File: src/rtl/serial_adder_pkg.sv
// Shared definitions for the bit-serial adder: FSM state encoding and default width.
package serial_adder_pkg;

   localparam int DEFAULT_WIDTH = 4;

   localparam logic [1:0] ST_IDLE  = 2'd0;
   localparam logic [1:0] ST_SHIFT = 2'd1;
   localparam logic [1:0] ST_DONE  = 2'd2;

endpackage : serial_adder_pkg

File: src/rtl/serial_adder_full_adder.sv
// Gate-level one-bit full adder; port order matches the full_subtractor cell.
module full_adder (
   output logic COUT,
   output logic S,
   input  logic A,
   input  logic B,
   input  logic CIN
);

   logic ab_x;
   logic ab_a;
   logic cx_a;

   xor g_x1 (ab_x, A, B);
   xor g_x2 (S, ab_x, CIN);
   and g_a1 (ab_a, A, B);
   and g_a2 (cx_a, ab_x, CIN);
   or  g_o1 (COUT, ab_a, cx_a);

endmodule : full_adder

File: src/rtl/serial_adder.sv
// Bit-serial adder: accepts (A, B, CIN) per handshake, resolves it LSB-first through one
// full-adder cell over WIDTH cycles, and presents S/COUT through an output handshake.
module serial_adder
   import serial_adder_pkg::*;
#(
   parameter int WIDTH = DEFAULT_WIDTH
) (
   input  logic             clk,
   input  logic             rst,
   input  logic             in_valid,
   output logic             in_ready,
   input  logic [WIDTH-1:0] A,
   input  logic [WIDTH-1:0] B,
   input  logic             CIN,
   output logic             out_valid,
   input  logic             out_ready,
   output logic [WIDTH-1:0] S,
   output logic             COUT,
   output logic             busy
);

   localparam int CW = (WIDTH > 1) ? $clog2(WIDTH) : 1;
   localparam logic [CW-1:0] LAST = CW'(WIDTH - 1);

   logic [1:0]       state;
   logic [WIDTH-1:0] a_sh;
   logic [WIDTH-1:0] b_sh;
   logic [WIDTH-1:0] s_sh;
   logic             carry;
   logic [CW-1:0]    count;
   logic             fa_s;
   logic             fa_c;
   logic [WIDTH-1:0] s_next;
   logic             accept;
   logic             last_bit;

   full_adder u_fa (
      .COUT (fa_c),
      .S    (fa_s),
      .A    (a_sh[0]),
      .B    (b_sh[0]),
      .CIN  (carry)
   );

   // Sum bits enter at the MSB so the first (LSB) result ends up at bit 0.
   assign s_next   = {fa_s, s_sh[WIDTH-1:1]};
   assign in_ready = (state == ST_IDLE) & ~rst;
   assign busy     = (state != ST_IDLE);
   assign accept   = in_valid & in_ready;
   assign last_bit = (state == ST_SHIFT) && (count == LAST);

   // Operand/sum shift registers, carry flop and bit counter.
   always_ff @(posedge clk or posedge rst) begin
      if (rst) begin
         a_sh  <= '0;
         b_sh  <= '0;
         s_sh  <= '0;
         carry <= 1'b0;
         count <= '0;
      end else if (accept) begin
         a_sh  <= A;
         b_sh  <= B;
         s_sh  <= '0;
         carry <= CIN;
         count <= '0;
      end else if (state == ST_SHIFT) begin
         a_sh  <= {1'b0, a_sh[WIDTH-1:1]};
         b_sh  <= {1'b0, b_sh[WIDTH-1:1]};
         s_sh  <= s_next;
         carry <= fa_c;
         count <= count + CW'(1);
      end else begin
         a_sh  <= a_sh;
         b_sh  <= b_sh;
         s_sh  <= s_sh;
         carry <= carry;
         count <= count;
      end
   end

   // Control FSM and registered result outputs.
   always_ff @(posedge clk or posedge rst) begin
      if (rst) begin
         state     <= ST_IDLE;
         S         <= '0;
         COUT      <= 1'b0;
         out_valid <= 1'b0;
      end else begin
         case (state)
            ST_IDLE: begin
               if (accept) begin
                  state <= ST_SHIFT;
               end else begin
                  state <= ST_IDLE;
               end
            end
            ST_SHIFT: begin
               if (last_bit) begin
                  S         <= s_next;
                  COUT      <= fa_c;
                  out_valid <= 1'b1;
                  state     <= ST_DONE;
               end else begin
                  state <= ST_SHIFT;
               end
            end
            ST_DONE: begin
               if (out_ready) begin
                  out_valid <= 1'b0;
                  state     <= ST_IDLE;
               end else begin
                  state <= ST_DONE;
               end
            end
            default: begin
               out_valid <= 1'b0;
               state     <= ST_IDLE;
            end
         endcase
      end
   end

endmodule : serial_adder
File: config.mk
export PLATFORM = sky130hd
export DESIGN_NAME = serial_adder
export DESIGN_NICKNAME = d
export VERILOG_FILES = /design/src/rtl/serial_adder_pkg.sv /design/src/rtl/serial_adder_full_adder.sv /design/src/rtl/serial_adder.sv
export SDC_FILE = /design/constraint.sdc
export NUM_CORES = 1
export LEC_CHECK = 0
export CAP_MARGIN = 10
export CORE_UTILIZATION = 49
export DETAILED_ROUTE_END_ITERATION = 10
export GPL_ROUTABILITY_DRIVEN = 0
export HOLD_SLACK_MARGIN = 0.1
export PLACE_DENSITY = 0.77
export SLEW_MARGIN = 15
export SYNTH_ARGS = -nofsm -noshare
export SYNTH_HDL_FRONTEND = slang
export SYNTH_SLANG_ARGS = --single-unit
File: constraint.sdc
create_clock -name clk -period 1.7 [get_ports clk]
set_input_delay 0.34 -clock clk [delete_from_list [all_inputs] [get_ports clk]]
set_output_delay 0.34 -clock clk [all_outputs]
set_load 0.005 [all_outputs]
==> qor.csv <==
metric,value,unit
status,"complete, no violations",
maxSlewViolCount,0,
final_layout_size_suffix_gt1_share,18.5,%
design_area,0.00134,mm^2
hold_viol_final,0,
rsz0062_at_grt,false,
p_comb_share,44.2,%
finalSetupViolCount,0,
antenna_found_initial,0,
syn_area,1000,um^2
fillers,148,
grt_pass1_wl,3260,um
critical_path_buf_inv_count,2,
die_w,47.2,um
crit_slowest_cell,dfrtp_1,
multi_input_area,419,um^2
worstSetupStartpointType,flip-flop,
viasPerCell,4.98,
cellLeakagePower,0.647,nW
hold_slack,0.498,ns
hp-start,out_valid$_DFFE_PP0P_,
seq_area_frac_synth,55.1,%
cts_root_buf,clkbuf_4,
grt_max_degree,25,
critPathMostFrequentCell,buf_4,
port_buffers,20,
swShare,33.3,%
seq_area,551,um^2
postSynthCellCount,90,
first_pass_iters,4,
seqPwrFrac,38.4,%
p_clk_share,17.4,%
drt-wirelength-per-cell,14.0,um
ant_nets,0,
htreeDepth,1,
ctsHoldBuffers,0,
reg2reg_from,state[1]$_DFF_PP0_,
n_antenna_cell,0,
layout.nets,135,
worstHoldPathType,reg -> reg,
ys_ff_latch,22,
synth.avg_cell_area,11.1,um^2
startpoint,state[1]$_DFF_PP0_,
synthesis.nets,105,
slew_headroom,63.2,%
switching_power,0.769,mW
path_class,reg -> reg,
place_area,0.00127,mm^2
p_int,1.54,mW
final_common_cell,nand2_1,
crit_arrival,1.83,ns
overflow,0,
fp.dieArea,0.00223,mm^2
synth_cell_type_count,18,
drv_cap,0,
wl,2020,um
synth_top_area_share,55.1,%
fmax,615,MHz
min_period,1.63,ns
cts_buffers,3,
dpl.hpwl,1510,um
crit_chain,buf_4 > buf_4 > and2b_1 > nand2_4 > mux2_4,
critPathCaptureType,flip-flop,
fin_skew,0.0121,ns
mostFrequentLayoutCells,"23 x nand2_1, 22 x dfrtp_1, 18 x clkdlybuf4s50_1",
area_growth,33.5,%
clk_latency,0.31,ns
slowest_delay,0.42,ns
yosysWarningCount,0,
cellPowerDensity,1730,mW/mm^2
clock-sinks,22,
vias,717,
core_area,0.00182,mm^2
clockBufferDepth,2,
boundaryPins,21,
cp_max_fo,7,
crit_required,1.90,ns
die_h,47.2,um
track_usage,21.8,%
start_util,54.9,%
yosys.area.top_type,dfrtp_1,
clk_pin_slew,0.12,ns
grt_pass1_vias,735,
tritoncts,done,
rows,15,
ys_top_cells_by_area,"dfrtp_1 55%, nand2_1 8.6%, mux2_4 7.5%",
first_iter_violations,11,
tightest_slew,0.552,ns
drc,0,
cpLargestDelayFamily,simple AND/OR/NAND/NOR gates,
ir_drop,0.00103,V
finalCritPeriodShare,95.6,%
-- Yosys cell counts --
| master | number |
|---|---|
| a21oi_1 | 6 |
| and2b_1 | 1 |
| buf_2 | 3 |
| buf_4 | 1 |
| dfrtp_1 | 22 |
| fa_1 | 1 |
| ha_1 | 1 |
| inv_1 | 2 |
| mux2_4 | 5 |
| mux2i_1 | 7 |
| nand2_1 | 23 |
| nand2_4 | 1 |
| nand2b_1 | 1 |
| nor2_1 | 3 |
| nor4b_4 | 1 |
| o21ai_0 | 10 |
| or2_2 | 1 |
| xnor2_1 | 1 |
-- registers in the layout, indices dropped and copies added (netlist names) --
signal / cells
b_sh: 4
carry: 1
COUT: 1
s_sh: 3
a_sh: 4
out_valid: 1
state: 2
S: 4
count: 2
-- per-layer routing --
metal	vias up	track usage [%]	wire length [um]
li1	355	-	-
met1	339	25.1	843
met2	17	39.2	1080
met3	6	3.85	42
met4	0	10.3	44
met5	-	0	0
-- stage by stage --
stage | instances | utilization (%) | power (mW) | setup TNS, ns | worst slack (ns)
6_report | 144 | 73.3 | 2.31 | 0 | 0.0742
2_1_floorplan | 90 | - | 1.50 | 0 | 0.392
4_1_cts | 144 | 73.5 | 2.32 | 0 | 0.0333
3_5_place_dp | 138 | 70.0 | 1.91 | -0.0829 | -0.0829
5_1_grt | 144 | 73.3 | 2.45 | 0 | 0.00743
3_3_place_gp | 138 | 70.0 | 1.83 | 0 | 0.00597
-- kinds of logic (layout without fill, tap and decap cells) --
group,Yosys count,after routing,share of synthesized area (%)
compound gates,16,16,8.01
simple gates,31,31,15.3
xor+xnor,1,1,0.876
flops,22,22,55.1
fa+ha+maj,2,2,3.25
mux,12,12,14.5
buf+inv,6,35,3.00
-- worst register-to-register path: cells and delay by family (launching register included) --
family,cells,cell delay (ns)
buffers and inverters,2,0.29
multiplexers,1,0.31
flip-flops,1,0.42
AND/OR/NAND/NOR,2,0.51
-- worst paths after layout --
| check | cells past startpoint | to | slack, ns |
|---|---|---|---|
| max reg2reg | 5 | S[0]$_DFFE_PP0P_ | 0.07 |
| min | 2 | out_valid$_DFFE_PP0P_ | 0.50 |
| max in group asynchronous | 4 | count[1]$_DFFE_PP0P_ | 1.03 |
| min in group asynchronous | 4 | carry$_DFFE_PP0P_ | 0.52 |
| max | 5 | S[0]$_DFFE_PP0P_ | 0.07 |
| min reg2reg | 2 | out_valid$_DFFE_PP0P_ | 0.50 |
-- power by group through the flow --
stage | sequential, mW | combinational (mW) | clock [mW]
after floorplan | 0.884 | 0.618 | 0
after global placement | 0.871 | 0.957 | 0
after detailed placement | 0.896 | 1.01 | 0
after CTS | 0.883 | 1.03 | 0.402
after global routing | 0.908 | 1.11 | 0.432
final | 0.886 | 1.02 | 0.401
-- area by class of cell --
| class | count | area share, % |
|---|---|---|
| Inverter | 2 | 0.562 |
| Clock buffer | 3 | 1.69 |
| Sequential cell | 22 | 41.2 |
| Multi-Input combinational cell | 62 | 31.4 |
| Clock inverter | 1 | 2.25 |
| Tap cell | 25 | 2.34 |
| Timing Repair Buffer | 29 | 20.5 |
-- what timing repair did --
action / 4_1_cts / 5_1_grt
setup buffers: 2 / 0
resized for setup: 2 / 2
setup endpoints to repair: 2 / 1
No activity file was read; power rests on OpenSTA's default activity.
==> edit 1 (config.mk and constraints unchanged) <==
Reset style: synchronous (`rst`), changed in 2 clocked blocks.
--- a/src/rtl/serial_adder.sv
+++ b/src/rtl/serial_adder.sv
@@ -52,3 +52,3 @@
    // Operand/sum shift registers, carry flop and bit counter.
-   always_ff @(posedge clk or posedge rst) begin
+   always_ff @(posedge clk) begin
       if (rst) begin
@@ -81,3 +81,3 @@
    // Control FSM and registered result outputs.
-   always_ff @(posedge clk or posedge rst) begin
+   always_ff @(posedge clk) begin
       if (rst) begin
Function: differs if rst is asserted again (counterexample within 4 cycles, from zero or initial values and one cycle with rst high); with rst held inactive, the same outputs for 10 cycles.
==> edit 1 against the unedited design <==
- sequential cell count unchanged
- worst setup slack better by 44 ps
- synthesized cell count up 19%
- register-to-register slack better by 190 ps
- count of clock-buffer cells in the layout unchanged
- die area down 3.2%
- design area down 5.4%
- wire length down 1.0%
- area after synthesis down 3.4%
- first-iteration DRC count up 100%
- largest cell class is now multi-input combinational cells
- highest routed layer unchanged
Power is not compared: it rests on default switching activity, and its combinational part moved more than twofold at a synthesized area within 25%.
==> edit 1: results (changes against the unedited design) <==
outcome:
  status: "complete, no violations"  # unchanged
synthesis:
  synth_cell_types: 26  # was 18
  yosys.area_share.xor_xnor_pct: 0  # was 0.876%
  synthAdderAreaFrac_pct: 3.37  # was 3.25%
  yosysSeqAreaShare_pct: 45.6  # was 55.1%
  syn_nets: 122  # was 105
  synth_area_leaders: "dfxtp_1 (46%), a21oi_1 (8.3%), nand2_1 (6.2%)"  # was dfrtp_1 (55%), nand2_1 (8.6%), mux2_4 (7.5%)
  async_flop_share_pct: 0  # was 100%
  synthTopCellsByCount: "dfxtp_1 (22), a21oi_1 (16), nand2_1 (16)"  # was nand2_1 (23), dfrtp_1 (22), o21ai_0 (10)
  synth_compound_area_share_pct: 18.9  # was 8.01%
  ys.flop_type: "dfxtp_1"  # was dfrtp_1
  ys_warn_count: 0  # unchanged
  synthMuxAreaShare_pct: 1.04  # was 14.5%
global_routing:
  track_usage_pct: 22.0  # was 21.8%
  grt_max_degree: 18  # was 25
  grt_antenna_before_repair: 0  # unchanged
  grt_pass1_wl_mm: 3.39  # was 3.26 mm
  grt_pass1_vias: 786  # was 735
pwr:
  p_leak_nw: 0.460
  p_int_mw: 0.865
  ir_worst_vdd_v: 0.000607
setup_path:
  start_kind: "register"  # unchanged
  rrSetupSlack_ps: 260  # was 70 ps
  reg2reg_from: "state[0]"  # was state[1]
  r2r_cells: 4  # was 5
  path_max_fanout: 2  # was 7
  r2r-end: "b_sh[1]"  # was S[0]
  cp.arrival_ps: 1240  # was 1830 ps
cts:
  clock_latency_ps: 310  # about the same
  cts_setup_buffers: 0  # was 2
  cts_root_buf: "clkbuf_4"  # unchanged
  cts_made_buffers: 3  # unchanged
  clk_pin_slew_ps: 120  # about the same
finish:
  layout-drive-gt1-share_pct: 19.7  # was 18.5%
  nNetsFinal: 148  # was 135
  antennaDiodeCount: 0  # unchanged
  fillCellCount: 158  # was 148
min_path:
  worstHoldPathType: "reg2reg"  # unchanged
  min_from: "COUT"  # was out_valid
  holdPathStages: 2  # unchanged
  holdPathEnd: "COUT"  # was out_valid
timing:
  slew_headroom_pct: 72.3  # was 63.2%
  skew_ps: 1.72  # was 12.1 ps
routing:
  num_vias: 827  # was 717
  drt-pass1-iter-count: 4  # unchanged
  drtAntennaViolNets: 0  # unchanged
  drt_iter0_markers: 22  # was 11
  wl_per_cell_um: 12.7  # was 14.0 um
placed_design:
  portBuffers: 20  # unchanged
  dp_hpwl_mm: 1.40  # was 1.51 mm
  place_ws_ps: -97.3  # was -82.9 ps
## edit 1: cell types whose count changed after synthesis, sizes merged, moves of 4 or more
| cell | unedited run | this run |
|---|---|---|
| o21ai | 10 | 1 |
| nor2 | 3 | 14 |
| a22oi | 0 | 4 |
| mux2 | 5 | 0 |
| buf | 4 | 8 |
| nand2 | 24 | 16 |
| a211oi | 0 | 7 |
| a21oi | 6 | 16 |
| nand3 | 0 | 7 |
| dfrtp | 22 | 0 |
| mux2i | 7 | 1 |
| dfxtp | 0 | 22 |
## edit 1: stage by stage
stage / power [mW] / cells / hold slack [ps] / cell area, um2 / setup TNS, ps
after floorplan: 0.678 / 107 / 436 / 966 / 0
after global placement: 0.738 / 153 / 443 / 1210 / -178
after detailed placement: 0.743 / 153 / 446 / 1210 / -423
after CTS: 1.14 / 157 / 463 / 1260 / 0
after global routing: 1.19 / 157 / 491 / 1260 / 0
final: 1.13 / 157 / 460 / 1260 / 0
## edit 1: kinds of logic after synthesis
logic type / count (synthesis)
mux: 1
flops: 22
buf+inv: 9
compound gates: 30
simple gates: 43
fa+ha+maj: 2
## edit 1: how the worst max path moves through the flow
stage               depth (start not counted)  slack (ps)  endpoint
global placement                            3         -60  in_ready
floorplan                                   5         340   a_sh[0]
CTS                                         3         100  in_ready
global route                                3          30  in_ready
detailed placement                          6        -100   b_sh[1]
finish                                      3         120  in_ready
## edit 1: repair_timing
action / 4_1_cts / 5_1_grt
gates resized for setup: 2 / 0
hold buffers: 0 / 0
endpoints found under the setup margin: 2 / 0
## edit 1: area by class of cell
cell class                      count  area, um2  share of cell area (%)
Tap cell                           25       31.3                    2.48
Timing Repair Buffer               30        273                    21.6
Clock inverter                      1       30.0                    2.38
Sequential cell                    22        440                    34.9
Multi-Input combinational cell     76        465                    36.9
Clock buffer                        3       22.5                    1.78
## edit 1: per-layer routing
metal	part of all wire, %	global-route usage, %
met5	0	0
met4	1.5	8.24
met3	5.2	4.31
met2	49	34.4
met1	44	29.5
## edit 1: worst max-delay path: stages, from the launching register on
cell	delay [ps]
dfxtp_1	330
or2_2	290
nor2_1	80
dlygate4sd2_1	230
## edit 1: power groups by stage
stage / Clock [mW] / Sequential [mW] / Combinational, mW
6_report: 0.403 / 0.556 / 0.175
5_1_grt: 0.436 / 0.559 / 0.192
4_1_cts: 0.410 / 0.555 / 0.176
3_5_place_dp: 0 / 0.567 / 0.176
3_3_place_gp: 0 / 0.566 / 0.173
2_1_floorplan: 0 / 0.563 / 0.115
==> edit 2 (config.mk and constraints unchanged) <==
Without the edit above. `DEFAULT_WIDTH`: 4 -> 16.
--- a/src/rtl/serial_adder_pkg.sv
+++ b/src/rtl/serial_adder_pkg.sv
@@ -3,3 +3,3 @@
 
-   localparam int DEFAULT_WIDTH = 4;
+   localparam int DEFAULT_WIDTH = 16;
 
Interface: changed (resized A, B and S); port bits go from 21 to 57. No check against the original RTL was run, so the function may have changed too.
==> edit 2 against the unedited design <==
- area after synthesis rose to 3.1 times the old value
- worst setup slack better by 26 ps
- power grew to 2.8 times the old value
- design area grew to 3.0 times the old value
- wire length rose to 2.7 times the old value
- die area grew to 3.0 times the old value
- sequential cell count grew 50
- utilization decreased by 5.6 points
- critical path type unchanged
- highest routed layer unchanged
==> edit 2: results (changes against the unedited design) <==
routing:
  met2_length_mm: 2.62  # was 1.08 mm
  viasPerCell: 5.04  # was 4.98
  drt_iter0_markers: 124  # was 11
  finalWirelength_mm: 5.35  # was 2.02 mm
  met3_length_um: 235  # was 42 um
pwr:
  p_switching_mw: 1.95  # was 0.769 mW
  p_leak_nw: 1.84  # was 0.647 nW
  seq-power_mw: 2.78  # was 0.886 mW
synthesis:
  synthTopCellsByCount: "dfrtp_1 (72), nand2_1 (67), o21ai_0 (33)"  # was nand2_1 (23), dfrtp_1 (22), o21ai_0 (10)
  syn_nets: 317  # was 105
  synth_cell_types: 27  # was 18
setup_path:
  critPathTopFamily: "flip-flops"  # was simple AND/OR/NAND/NOR gates
  crit_path_max_incr_delay_ps: 400  # was 420 ps
finish:
  multi_input_gates: 187  # was 62
  bufAreaShareNonClock_pct: 18.5  # was 20.5%
  fin_cells: 423  # was 144
  layout-drive-gt1-share_pct: 16.1  # was 18.5%
  n_all_buffers: 73  # was 29
  fillCellCount: 447  # was 148
  seq_share_pct: 44.4  # was 41.2%
  nNetsFinal: 383  # was 135
  inverters: 1  # was 2
  clkCellAreaFrac_pct: 5.06  # was 3.94%
timing:
  slew_headroom_pct: 75.2  # was 63.2%
placed_design:
  place_area_um2: 3820  # was 1270 um2
  placed_cells_incl_taps: 406  # was 138
  portBuffers: 56  # was 20
  place_ws_ps: -59.9  # was -82.9 ps
  dp_hpwl_mm: 3.62  # was 1.51 mm
global_routing:
  grtUsageMet3_pct: 6.40  # was 3.85%
  use_met2_pct: 29.3  # was 39.2%
cts:
  cts_resized: 3  # was 2
  clock_latency_ps: 340  # was 310 ps
  cts_made_buffers: 9  # was 3
  cts_setup_buffers: 0  # was 2
  clk_pin_slew_ps: 70  # was 120 ps
outcome:
  status: "complete, no violations"  # unchanged
==> edit 2: path summary, 6_finish.rpt <==
check / depth (start not counted) / to / from / slack [ps]
setup / recovery: 5 / COUT / count[0] / 100
hold / removal: 1 / out_valid / out_valid / 500
setup reg to reg: 5 / COUT / count[0] / 100
hold reg to reg: 1 / out_valid / out_valid / 500
max in group asynchronous: 5 / S[7] / rst / 700
min in group asynchronous: 5 / s_sh[5] / rst / 710
==> edit 2: kinds of logic (layout without fill, tap and decap cells) <==
| group | count (synthesis) | count (layout) | synth area share, % |
|---|---|---|---|
| AND/OR/NAND/NOR | 80 | 80 | 11.1 |
| flip-flops | 72 | 72 | 58.3 |
| AO/OA/AOI/OAI | 55 | 55 | 9.16 |
| multiplexers | 48 | 48 | 16.2 |
| buffers and inverters | 19 | 89 | 3.48 |
| adder cells (fa/ha/maj) | 2 | 2 | 1.05 |
| XOR/XNOR | 2 | 2 | 0.567 |
